[config.mk]
export PLATFORM = sky130hd
export DESIGN_NAME = gs_frame_ctrl_flat
export DESIGN_NICKNAME = d
export VERILOG_FILES = /design/src/rtl/gs_frame_ctrl_if.sv /design/src/rtl/gs_frame_ctrl.sv /design/src/flat_wrapper.sv
export SDC_FILE = /design/constraint.sdc
export NUM_CORES = 1
export LEC_CHECK = 0
export ABC_AREA = 0
export BUFFER_PORTS_ARGS = -buffer_cell sky130_fd_sc_hd__buf_2
export CELL_PAD_IN_SITES_DETAIL_PLACEMENT = 0
export CELL_PAD_IN_SITES_GLOBAL_PLACEMENT = 2
export CORE_MARGIN = 2
export CORE_UTILIZATION = 38
export CTS_CLUSTER_DIAMETER = 60
export DETAILED_ROUTE_END_ITERATION = 10
export GPL_ROUTABILITY_DRIVEN = 0
export PLACE_DENSITY = 0.81
export SLEW_MARGIN = 0
export SYNTH_ARGS = -nofsm -noshare
export SYNTH_HDL_FRONTEND = slang
export SYNTH_SLANG_ARGS = --single-unit
[constraint.sdc]
create_clock -name clock_i -period 2.8 [get_ports clock_i]
set_clock_uncertainty 0.05 [all_clocks]
set_input_delay 0.28 -clock clock_i [delete_from_list [all_inputs] [get_ports clock_i]]
set_output_delay 0.28 -clock clock_i [all_outputs]
set_load 0.1 [all_outputs]
[src/rtl/gs_frame_ctrl_if.sv]
// Handshake bundle between the frame controller, the RGB input FIFO,
// the grayscale stage and the gray output FIFO.
interface gs_frame_ctrl_if;
    logic fifo_in_empty;
    logic fifo_in_rd_en;
    logic stage_in_empty;
    logic stage_in_rd_en;
    logic stage_out_wr_en;
    logic stage_out_full;
    logic fifo_out_full;
    logic fifo_out_wr_en;

    // Controller side
    modport master (
        input  fifo_in_empty, stage_in_rd_en, stage_out_wr_en, fifo_out_full,
        output fifo_in_rd_en, stage_in_empty, stage_out_full, fifo_out_wr_en
    );

    // FIFO / stage side
    modport slave (
        output fifo_in_empty, stage_in_rd_en, stage_out_wr_en, fifo_out_full,
        input  fifo_in_rd_en, stage_in_empty, stage_out_full, fifo_out_wr_en
    );
endinterface

[src/rtl/gs_frame_ctrl.sv]
// Frame sequencer for the grayscale stage: admits exactly WIDTH*HEIGHT
// pixels per start, tracks row/col of the next pixel, counts gray writes
// and pulses done once the stage has drained the frame.
module gs_frame_ctrl #(
    parameter int WIDTH  = 720,
    parameter int HEIGHT = 540,
    parameter int COL_W  = 10,
    parameter int ROW_W  = 10,
    parameter int CNT_W  = 20
) (
    input  logic             clock_i,
    input  logic             reset_i,
    input  logic             start_i,
    output logic             busy_o,
    output logic             done_o,
    output logic             err_o,
    output logic [COL_W-1:0] col_o,
    output logic [ROW_W-1:0] row_o,
    output logic             sof_o,
    gs_frame_ctrl_if.master  bus
);
    localparam logic [CNT_W-1:0] PIX_LAST = CNT_W'(WIDTH*HEIGHT - 1);
    localparam logic [CNT_W-1:0] PIX_ALL  = CNT_W'(WIDTH*HEIGHT);
    localparam logic [COL_W-1:0] COL_LAST = COL_W'(WIDTH - 1);
    localparam logic [ROW_W-1:0] ROW_LAST = ROW_W'(HEIGHT - 1);

    typedef enum logic [1:0] {S_IDLE, S_RUN, S_DRAIN, S_DONE} state_t;

    state_t           state_q;
    logic             busy_q, done_q, err_q, err_d;
    logic [CNT_W-1:0] rd_cnt_q, rd_cnt_d, wr_cnt_q, wr_cnt_d;
    logic [COL_W-1:0] col_q, col_d;
    logic [ROW_W-1:0] row_q, row_d;

    logic run, start_ok, rd_adm, wr_fwd, wr_ok, wr_bad, last_rd, last_wr;

    // Handshake gating and event decode
    always_comb begin
        run      = (state_q == S_RUN);
        start_ok = (state_q == S_IDLE) && start_i;
        rd_adm   = bus.stage_in_rd_en && run && !bus.fifo_in_empty;
        wr_fwd   = bus.stage_out_wr_en && !bus.fifo_out_full;
        // A forwarded write only counts while a frame is open and not yet full.
        wr_ok    = wr_fwd && (state_q == S_RUN || state_q == S_DRAIN) && (wr_cnt_q != PIX_ALL);
        wr_bad   = wr_fwd && !wr_ok;
        last_rd  = rd_adm && (rd_cnt_q == PIX_LAST);
        last_wr  = wr_ok && (state_q == S_DRAIN) && (wr_cnt_q == PIX_LAST);
    end

    assign bus.stage_in_empty = bus.fifo_in_empty || !run;
    assign bus.fifo_in_rd_en  = rd_adm;
    // Output side is never gated by state so the stage can always drain.
    assign bus.stage_out_full = bus.fifo_out_full;
    assign bus.fifo_out_wr_en = wr_fwd;

    // Next-state for counters, position and sticky error
    always_comb begin
        rd_cnt_d = rd_cnt_q;
        wr_cnt_d = wr_cnt_q;
        col_d    = col_q;
        row_d    = row_q;
        err_d    = err_q || wr_bad;
        if (start_ok) begin
            rd_cnt_d = '0;
            wr_cnt_d = '0;
            col_d    = '0;
            row_d    = '0;
        end else begin
            if (rd_adm) begin
                rd_cnt_d = rd_cnt_q + 1'b1;
                if (col_q == COL_LAST) begin
                    col_d = '0;
                    row_d = (row_q == ROW_LAST) ? '0 : row_q + 1'b1;
                end else begin
                    col_d = col_q + 1'b1;
                end
            end
            if (wr_ok) wr_cnt_d = wr_cnt_q + 1'b1;
        end
    end

    // Counter / position / error registers
    always_ff @(posedge clock_i) begin
        if (reset_i) begin
            rd_cnt_q <= '0;
            wr_cnt_q <= '0;
            col_q    <= '0;
            row_q    <= '0;
            err_q    <= 1'b0;
        end else begin
            rd_cnt_q <= rd_cnt_d;
            wr_cnt_q <= wr_cnt_d;
            col_q    <= col_d;
            row_q    <= row_d;
            err_q    <= err_d;
        end
    end

    // Frame FSM with registered busy/done
    always_ff @(posedge clock_i) begin
        if (reset_i) begin
            state_q <= S_IDLE;
            busy_q  <= 1'b0;
            done_q  <= 1'b0;
        end else begin
            done_q <= 1'b0;
            case (state_q)
                S_IDLE: if (start_i) begin
                    state_q <= S_RUN;
                    busy_q  <= 1'b1;
                end
                S_RUN: if (last_rd) state_q <= S_DRAIN;
                S_DRAIN: if (last_wr) begin
                    state_q <= S_DONE;
                    done_q  <= 1'b1;
                end
                S_DONE: begin
                    state_q <= S_IDLE;
                    busy_q  <= 1'b0;
                end
                default: begin
                    state_q <= S_IDLE;
                    busy_q  <= 1'b0;
                end
            endcase
        end
    end

    assign busy_o = busy_q;
    assign done_o = done_q;
    assign err_o  = err_q;
    assign col_o  = col_q;
    assign row_o  = row_q;
    assign sof_o  = run && (row_q == '0) && (col_q == '0);
endmodule
[src/flat_wrapper.sv]
// flat-port wrapper written by rule: the top's interface ports become plain ports
module gs_frame_ctrl_flat 
#(
    parameter int WIDTH  = 720,
    parameter int HEIGHT = 540,
    parameter int COL_W  = 10,
    parameter int ROW_W  = 10,
    parameter int CNT_W  = 20
)
  (clock_i, reset_i, start_i, busy_o, done_o, err_o, col_o, row_o, sof_o, bus_fifo_in_empty, bus_stage_in_rd_en, bus_stage_out_wr_en, bus_fifo_out_full, bus_fifo_in_rd_en, bus_stage_in_empty, bus_stage_out_full, bus_fifo_out_wr_en);
  gs_frame_ctrl_if bus_i ();
  input  logic clock_i;
  input  logic reset_i;
  input  logic start_i;
  output logic busy_o;
  output logic done_o;
  output logic err_o;
  output logic [COL_W-1:0] col_o;
  output logic [ROW_W-1:0] row_o;
  output logic sof_o;
  input wire logic [$bits(bus_i.fifo_in_empty)-1:0] bus_fifo_in_empty;
  input wire logic [$bits(bus_i.stage_in_rd_en)-1:0] bus_stage_in_rd_en;
  input wire logic [$bits(bus_i.stage_out_wr_en)-1:0] bus_stage_out_wr_en;
  input wire logic [$bits(bus_i.fifo_out_full)-1:0] bus_fifo_out_full;
  output wire logic [$bits(bus_i.fifo_in_rd_en)-1:0] bus_fifo_in_rd_en;
  output wire logic [$bits(bus_i.stage_in_empty)-1:0] bus_stage_in_empty;
  output wire logic [$bits(bus_i.stage_out_full)-1:0] bus_stage_out_full;
  output wire logic [$bits(bus_i.fifo_out_wr_en)-1:0] bus_fifo_out_wr_en;
  assign bus_i.fifo_in_empty = bus_fifo_in_empty;
  assign bus_i.stage_in_rd_en = bus_stage_in_rd_en;
  assign bus_i.stage_out_wr_en = bus_stage_out_wr_en;
  assign bus_i.fifo_out_full = bus_fifo_out_full;
  assign bus_fifo_in_rd_en = bus_i.fifo_in_rd_en;
  assign bus_stage_in_empty = bus_i.stage_in_empty;
  assign bus_stage_out_full = bus_i.stage_out_full;
  assign bus_fifo_out_wr_en = bus_i.fifo_out_wr_en;
  gs_frame_ctrl #(.WIDTH(WIDTH), .HEIGHT(HEIGHT), .COL_W(COL_W), .ROW_W(ROW_W), .CNT_W(CNT_W)) u_core (.clock_i(clock_i), .reset_i(reset_i), .start_i(start_i), .busy_o(busy_o), .done_o(done_o), .err_o(err_o), .col_o(col_o), .row_o(row_o), .sof_o(sof_o), .bus(bus_i));
endmodule
==> results.json <==
{
  "status": "completed",
  "hold_path_end": "u_core.err_o",
  "irDropWorstVdd_uv": 222,
  "grt_pass1_wl_mm": 11.2,
  "power.leakage_nw": 1.47,
  "crit_buf_inv": 3,
  "worstPathArrival_ns": 2.01,
  "hold_ws_ns": 0.186,
  "clk_latency_ns": 0.33,
  "cts_hold_buf": 0,
  "multi_input_area_mm2": 0.00182,
  "cp_slowest_stage_delay_ns": 0.44,
  "synthTopCellsByArea": "dfxtp_1 (40%), xor2_1 (7.1%), nor2_1 (6.4%)",
  "synth_largest_area_cell": "dfxtp_1",
  "drt_pass1_iterations": 4,
  "hp-start": "reset_i",
  "worstHoldPathType": "input port to register",
  "ant_nets": 0,
  "cp.depth": 7,
  "cts_setup_buffers": 0,
  "wire_per_inst_um": 13.4,
  "worstMarginPinSlew_ns": 0.505,
  "start_util_pct": 39.2,
  "crit_fanout": 4,
  "post_cts_resize_count": 0,
  "hold_viol": 0,
  "drt_wl_total_mm": 6.88,
  "cts_tree": "built",
  "die_h_um": 96.1,
  "cts_max_path_buffers": 2,
  "antenna_found_initial": 0,
  "path_common_cell": "inv_1",
  "clock.fmax_mhz": 427,
  "max_slew_margin_pct": 66.4,
  "synth_edf_count": 0,
  "critPathCaptureType": "output port",
  "avgSynthCellArea_um2": 8.81,
  "yosysSeqAreaShare_pct": 40.4,
  "clk_pin_slew_ns": 0.07,
  "seqCellArea_mm2": 0.00130,
  "finalCriticalPeriod_ns": 2.34,
  "syn2layout_area_growth_pct": 13.7,
  "startpoint_type": "register",
  "grt_use_total_pct": 15.6,
  "first_iter_violations": 131,
  "dieArea_mm2": 0.00923,
  "power_density_mw_per_mm2": 586,
  "cp.required_ns": 2.47,
  "timing.setup.tns_ns": 0,
  "syn_area_mm2": 0.00322,
  "route.detailed.drc": 0,
  "gr-total-overflow": 0,
  "rsz0062_at_grt": "false",
  "max-cap-violations": 0,
  "syn_inst": 366,
  "synth.distinct_cells": 45,
  "synth_nets": 384,
  "async_flop_share_pct": 0,
  "setup_viol": 0,
  "final.period_utilization_pct": 83.6,
  "clock_tree.root_cell": "clkbuf_8",
  "cts_buffers": 9,
  "yosys_most_used_dff": "dfxtp_1",
  "yosysWarnings": 0,
  "r2r_cells": 7,
  "fill_cells": 858,
  "power_mw": 2.15,
  "vias": 2570,
  "synth_top_area_share_pct": 40.4,
  "r2r_setup_slack_ns": 0.56,
  "cp_top_family": "buffers and inverters",
  "rows": 33,
  "htree_levels": 3,
  "grt_max_degree": 43,
  "dpl.hpwl_mm": 4.91,
  "pin_count": 35,
  "worstHoldPathCells": 2,
  "critPathSlowestCell": "buf_2",
  "fp.dieW_um": 96.1,
  "synth_seq_cells": 65,
  "regToRegEndpoint": "u_core.row_o[4]",
  "portBuffers": 34,
  "drive_gt1_share_pct": 15.7,
  "setup.worst_path.start": "u_core.state_q[1]",
  "path_class": "register to output port",
  "viasPerCell": 5.02,
  "n_antenna_cell": 0,
  "cts_num_sinks": 65,
  "path_cells": "inv_1 -> ha_1 -> inv_1 -> nor4_1 -> nand2_1 -> nor3_2 -> buf_2",
  "grt_pass1_vias": 2379,
  "r2r-start": "u_core.state_q[1]",
  "drv_slew": 0,
  "nets": 422,
  "core-area_mm2": 0.00822
}
Yosys cell counts (2+ instances only):
master / count
nor4_1: 4
or3_1: 7
xor2_1: 26
nor3b_1: 3
clkbuf_1: 5
nor2_1: 55
and4_1: 5
nand4_1: 14
nor4b_1: 2
or4_1: 2
dfxtp_1: 65
nand4b_1: 2
nor4_4: 2
o21ai_0: 10
buf_4: 2
nor3_4: 2
buf_2: 2
and3_1: 15
and3_2: 2
nand2_1: 31
a21oi_1: 15
inv_1: 15
xnor2_1: 20
nand2b_1: 4
mux2i_1: 3
o21a_1: 2
nand3_1: 15
ha_1: 11
nor3_1: 9
worst reg2reg max path, delay by kind of cell, from the launching register on:
kind                     cells  cell delay [ns]
AO/OA/AOI/OAI                1             0.31
AND/OR/NAND/NOR              4             1.08
adder cells (fa/ha/maj)      1             0.27
flip-flops                   1             0.34
buffers and inverters        1             0.08
metrics by stage:
| stage | worst slack, ns | area, µm² | instances | util (%) |
|---|---|---|---|---|
| after global placement | 0.575 | 3500 | 498 | 42.6 |
| final | 0.459 | 3660 | 512 | 44.6 |
| after floorplan | 0.115 | 3230 | 366 | - |
| after CTS | 0.386 | 3660 | 512 | 44.6 |
| after global routing | 0.290 | 3660 | 512 | 44.6 |
| after detailed placement | 0.578 | 3500 | 498 | 42.6 |
worst max path at each step:
stage / endpoint / slack (ns)
2_1_floorplan: sof_o / 0.12
3_3_place_gp: u_core.row_o[4] / 0.57
3_5_place_dp: u_core.col_o[4] / 0.58
4_1_cts: sof_o / 0.39
5_1_grt: sof_o / 0.29
6_report: sof_o / 0.46
state kept, by name, indices dropped and copies added, names as in the netlist:
signal / flops
u_core.wr_cnt_q: 20
u_core.row_o: 10
u_core.busy_o: 1
u_core.done_o: 1
u_core.col_o: 10
u_core.state_q: 2
u_core.rd_cnt_q: 20
u_core.err_o: 1
placed cells by master (no fill, tap or decap), drive strengths merged, types with 2 or more instances in the layout:
| cell type | netlist | routed |
|---|---|---|
| or3 | 7 | 7 |
| nand4b | 4 | 4 |
| buf | 4 | 36 |
| dfxtp | 65 | 65 |
| nand4 | 15 | 15 |
| xnor2 | 20 | 20 |
| nor4b | 3 | 3 |
| clkbuf | 5 | 14 |
| nand3 | 16 | 16 |
| nor2 | 55 | 55 |
| a21oi | 16 | 16 |
| and3 | 17 | 17 |
| nor4 | 6 | 6 |
| and2 | 2 | 2 |
| or4 | 2 | 2 |
| nor3 | 11 | 11 |
| ha | 11 | 11 |
| xor2 | 26 | 26 |
| o21ai | 10 | 10 |
| nand2 | 31 | 31 |
| and4 | 5 | 5 |
| inv | 15 | 15 |
| o21a | 2 | 2 |
| nand2b | 4 | 4 |
| nor3b | 3 | 3 |
| mux2i | 3 | 3 |
kinds of logic after synthesis:
logic type                 synth area share [%]
buffers and inverters                      3.22
AOI/OAI and AO/OA                          6.29
DFF                                        40.4
and+or+nand+nor                            32.4
muxes                                     0.932
adders and majority gates                  4.27
xor gates and xnor gates                   12.5
where the power goes:
group / switching (mW) / leakage [nW] / total, mW / internal (mW)
clock network: 0.330 / 0.0826 / 0.691 / 0.362
logic: 0.359 / 0.862 / 0.483 / 0.124
registers: 0.0226 / 0.524 / 0.971 / 0.948
total: 0.712 / 1.47 / 2.15 / 1.43
per-layer routing:
layer | wire, µm | global-route usage (%)
met2 | 3170 | 24.5
met1 | 3410 | 20.4
met3 | 222 | 3.76
met5 | 0 | 0
met4 | 83 | 6.55
layout make-up:
| cell class | count | area share [%] |
|---|---|---|
| tap | 105 | 3.59 |
| sequential | 65 | 35.5 |
| multi-input combinational | 276 | 49.8 |
| inverter | 16 | 1.64 |
| clock buffer | 14 | 4.44 |
| timing repair buffer | 36 | 5.05 |
Note: power is estimated with default switching activity, not from simulation.
